### src/rtl/jtag_sync_tx_controller.sv
// Source-side sequencer for a multi-bit toggle synchronizer: arbitrates two producers,
// holds the granted word stable, toggles sync_req after a settle window and waits for the ack toggle.
module jtag_sync_tx_controller #(
    parameter int WIDTH         = 10,
    parameter int SETTLE_CYCLES = 2,
    parameter int TIMEOUT       = 255
) (
    input  logic             clock,
    input  logic             n_reset,
    input  logic             req0_valid,
    input  logic [WIDTH-1:0] req0_data,
    output logic             req0_ready,
    input  logic             req1_valid,
    input  logic [WIDTH-1:0] req1_data,
    output logic             req1_ready,
    input  logic             ack_sync,
    input  logic             clear_err,
    output logic [WIDTH-1:0] sync_data,
    output logic             sync_req,
    output logic             grant_id,
    output logic             busy,
    output logic             done,
    output logic             timeout_err
);

    localparam int SCW = (SETTLE_CYCLES > 1) ? $clog2(SETTLE_CYCLES) : 1;
    localparam int TW  = $clog2(TIMEOUT + 1);

    typedef enum logic [1:0] {
        ST_IDLE     = 2'd0,
        ST_SETTLE   = 2'd1,
        ST_WAIT_ACK = 2'd2
    } state_t;

    state_t           r_state;
    logic [WIDTH-1:0] r_sync_data;
    logic             r_sync_req;
    logic             r_grant_id;
    logic             r_last_grant;
    logic             r_done;
    logic             r_timeout_err;
    logic [SCW-1:0]   r_settle_cnt;
    logic [TW-1:0]    r_wait_cnt;

    logic             w_enable;
    logic             w_grant;
    logic             w_accept;
    logic             w_ack_match;
    logic             w_set_err;

    // Accepting while an ack is still in flight would pair a new word with a stale ack.
    assign w_ack_match = (ack_sync == r_sync_req);
    assign w_enable    = n_reset && (r_state == ST_IDLE) && w_ack_match;
    assign w_grant     = (req0_valid && req1_valid) ? ~r_last_grant : req1_valid;
    assign w_accept    = w_enable && (req0_valid || req1_valid);
    assign w_set_err   = (r_state == ST_WAIT_ACK) && !w_ack_match &&
                         (r_wait_cnt == TW'(TIMEOUT - 1));

    assign req0_ready  = w_enable && !w_grant && req0_valid;
    assign req1_ready  = w_enable &&  w_grant && req1_valid;

    always_ff @(posedge clock or negedge n_reset) begin
        if (!n_reset) begin
            r_state       <= ST_IDLE;
            r_sync_data   <= '0;
            r_sync_req    <= 1'b0;
            r_grant_id    <= 1'b0;
            r_last_grant  <= 1'b1;
            r_done        <= 1'b0;
            r_timeout_err <= 1'b0;
            r_settle_cnt  <= '0;
            r_wait_cnt    <= '0;
        end else begin
            r_done <= 1'b0;

            // A set on the same edge as a clear wins.
            if (w_set_err)
                r_timeout_err <= 1'b1;
            else if (clear_err)
                r_timeout_err <= 1'b0;

            case (r_state)
                ST_IDLE: begin
                    if (w_accept) begin
                        r_sync_data  <= w_grant ? req1_data : req0_data;
                        r_grant_id   <= w_grant;
                        r_last_grant <= w_grant;
                        r_settle_cnt <= '0;
                        r_state      <= ST_SETTLE;
                    end
                end
                ST_SETTLE: begin
                    if (r_settle_cnt == SCW'(SETTLE_CYCLES - 1)) begin
                        r_sync_req <= ~r_sync_req;
                        r_wait_cnt <= '0;
                        r_state    <= ST_WAIT_ACK;
                    end else begin
                        r_settle_cnt <= r_settle_cnt + SCW'(1);
                    end
                end
                ST_WAIT_ACK: begin
                    // No abort on timeout: the flag is raised but we keep waiting.
                    if (w_ack_match) begin
                        r_done  <= 1'b1;
                        r_state <= ST_IDLE;
                    end else if (r_wait_cnt != TW'(TIMEOUT)) begin
                        r_wait_cnt <= r_wait_cnt + TW'(1);
                    end
                end
                default: r_state <= ST_IDLE;
            endcase
        end
    end

    assign sync_data   = r_sync_data;
    assign sync_req    = r_sync_req;
    assign grant_id    = r_grant_id;
    assign busy        = (r_state != ST_IDLE);
    assign done        = r_done;
    assign timeout_err = r_timeout_err;

endmodule

### config.mk
export PLATFORM = sky130hd
export DESIGN_NAME = jtag_sync_tx_controller
export DESIGN_NICKNAME = d
export VERILOG_FILES = /design/src/rtl/jtag_sync_tx_controller.sv
export SDC_FILE = /design/constraint.sdc
export NUM_CORES = 1
export LEC_CHECK = 0
export CAP_MARGIN = 10
export CORE_AREA = 10 10 63 76
export CTS_CLUSTER_DIAMETER = 60
export DETAILED_ROUTE_END_ITERATION = 8
export DIE_AREA = 0 0 73 86
export PLACE_DENSITY = 0.72
export SLEW_MARGIN = 30
export SYNTH_ARGS = -nofsm -noshare
export SYNTH_HDL_FRONTEND = slang
export SYNTH_SLANG_ARGS = --single-unit
### constraint.sdc
create_clock -name clock -period 1.5 [get_ports clock]
set_input_delay 0.3 -clock clock [delete_from_list [all_inputs] [get_ports clock]]
set_output_delay 0.3 -clock clock [all_outputs]
set_load 0.02 [all_outputs]
==> flow_summary.toml <==
[synth]
syn_inst = 124
ys_ff_latch = 26
synth_largest_area_cell = "dfrtp_1"
synthTopCellsByArea = "dfrtp_1, mux2i_1, o21ai_0"
synth-async-reset-ratio = 1.00
yosysMostFrequentCell = "dfrtp_1"
synth_common_cells = "dfrtp_1, nand2_1, o21ai_0"
synthFlopType = "dfrtp_1"
synth_top_area_frac = 0.485
synth_cell_types = 34
yosysWarnings = 0
synth_area_um2 = 1290
syn_nets = 152
syn_avg_cell_area_um2 = 10.4
yosysSeqAreaShare = 0.506
synth_edf_count = 0

[pwr]
clkPwrFrac = 0.138
p_sw_mw = 1.26
cellPowerDensity_nw_per_um2 = 1550
power.total_mw = 3.26
pwr-share-comb = 0.530
swShare = 0.387
p_leak_nw = 1.00
peakVddDrop_mv = 0.850
seqPwrFrac = 0.332
p_int_mw = 2.00

[sta]
finalMaxSlewViolations = 0
relSlewSlack = 0.776
fin_worst_skew_ns = 0.00909
rsz0062_at_grt = "yes"
setup_viol = 9
fmax_mhz = 609
period_needed_ns = 1.64
period_share = 1.10
hold_ws_ns = 0.421
hold_viol_final = 0
setup_ws_ns = -0.143
worstMarginPinSlew_ns = 0.335

[grt]
grt_use_total = 0.113
grt_pass1_vias = 1269
grt_pass1_wl_mm = 5.88
antenna_found_initial = 0
grt_max_degree = 28
overflow = 0

[setup_path]
cp_max_fo = 2
end_kind = "output pin"
worst-path-buf-inv = 1
start_kind = "flip-flop"
critical-path-max-stage-delay_ns = 0.41
path_class = "reg -> out"
crit_chain = "xnor2_2 -> and3_4 -> and3b_1 -> buf_6"
path_depth = 4
crit_slowest_cell = "dfrtp_1"
cp.arrival_ns = 1.34
crit_family = "flip-flops"
cp.required_ns = 1.20
ff2ff_path_depth = 6

[clock_network]
htree_levels = 1
cts_tree = "done"
clk_pin_slew_worst_paths_ns = 0.09
ctsHoldBuffers = 0
cts_buffers = 3
clock_path_buffers = 2
cts_root_buf = "clkbuf_8"
clock_sinks = 26
insertion_delay_ns = 0.27

[flow_run]
drv_cap = 0

[placed_design]
dp_hpwl_mm = 2.77
gp_congestion = 0.813
port_buffers = 42

[cells_and_area]
nets = 224
drive_above_1_share = 0.287
area_growth_pct = 63.0
antenna_cells = 0

[worst_hold_path]
hp-class = "in -> async"

[outcome]
status = "finished with violations"
violations = "negative setup slack"

[die]
start_util = 0.393
num_rows = 23
fp.coreArea_um2 = 3280
fp.dieW_um = 73
ioPinCount = 43
dieArea_um2 = 6280
die-height_um = 86

[route]
drtIter0Drc = 142
drtPass1Iterations = 4
vias = 1202
drcViolationCount = 0
wirelength_mm = 3.74
wl_per_cell_um = 16.1
ant_nets = 0
vias_per_cell = 5.18
power groups by stage:
stage	Sequential (mW)	Combinational, mW	Clock [mW]
6_report	1.08	1.73	0.450
5_1_grt	1.11	1.88	0.504
4_1_cts	1.07	1.55	0.463
3_5_place_dp	1.08	1.64	0
3_3_place_gp	1.07	1.60	0
2_1_floorplan	1.30	0.581	0
worst reg2reg max path, delay by kind of cell, from the launching register on:
family / cells / cell delay (ns)
compound gates: 3 / 0.63
flops: 1 / 0.41
buf+inv: 2 / 0.27
xor+xnor: 1 / 0.23
layout make-up:
cell class | count | area (um2)
repair buffers | 70 | 636
fillers | 288 | 1180
multi-input cells | 92 | 701
inverters | 3 | 11.3
clock buffers | 4 | 55.1
flip-flops and latches | 26 | 652
well taps | 37 | 46.3
state kept, by name, summed over array words and instances, names as in the netlist:
name          flops
sync_data        10
r_wait_cnt        8
r_state           2
done              1
grant_id          1
r_last_grant      1
r_settle_cnt      1
sync_req          1
timeout_err       1
placed cells by master, fill, tap and decap left out, types with 3 or more instances in the layout:
cell type	n
dfrtp_1	25
clkdlybuf4s50_1	24
buf_4	20
nand2_1	16
dlygate4sd2_1	14
o21ai_0	13
mux2i_1	11
buf_6	10
nor2_1	5
clkbuf_8	4
inv_1	3
nand2b_1	3
and3_1	3
nand3_1	3
routing by layer:
layer	vias to the layer above	global-route usage	wire length, um	share of wire
li1	587	-	-	-
met1	560	0.124	1450	0.39
met2	51	0.174	1770	0.47
met3	4	0.0715	484	0.13
met4	0	0.0398	34	0.0091
met5	-	0	0	0
worst paths after layout:
check	start	endpoint	slack, ns
max	sync_req	req0_ready	-0.14
min reg2reg	grant_id	grant_id	0.48
max reg2reg	sync_req	r_wait_cnt[5]	-0.13
min in group clock	grant_id	grant_id	0.48
min	n_reset	r_wait_cnt[4]	0.42
max in group asynchronous	n_reset	r_last_grant	0.82
logic make-up (layout without fill, tap and decap cells):
group	after synthesis	in the layout	synth area share
simple gates	42	42	0.156
compound gates	33	33	0.176
mux	12	12	0.0942
fa+ha+maj	2	2	0.0194
flops	26	26	0.506
xor+xnor	3	3	0.0262
buf+inv	6	77	0.0223
metrics by stage:
step | std cells | instance area (um2) | setup slack (ns) | utilization | TNS (ns)
2_1_floorplan | 124 | 1300 | 0.000864 | - | 0
3_3_place_gp | 223 | 1920 | -0.806 | 0.585 | -8.16
3_5_place_dp | 223 | 1920 | -0.821 | 0.585 | -9.04
4_1_cts | 228 | 1970 | -0.156 | 0.602 | -0.615
5_1_grt | 232 | 2100 | -0.207 | 0.640 | -2.27
6_report | 232 | 2100 | -0.143 | 0.640 | -0.907
timing repair:
action / CTS / global route
cloned: 0 / 0
gates resized for setup: 35 / 27
endpoints found under the setup margin: 36 / 25
buffers inserted: 1 / 4
pin swaps: 1 / 6
No activity file was read; power rests on OpenSTA's default activity.
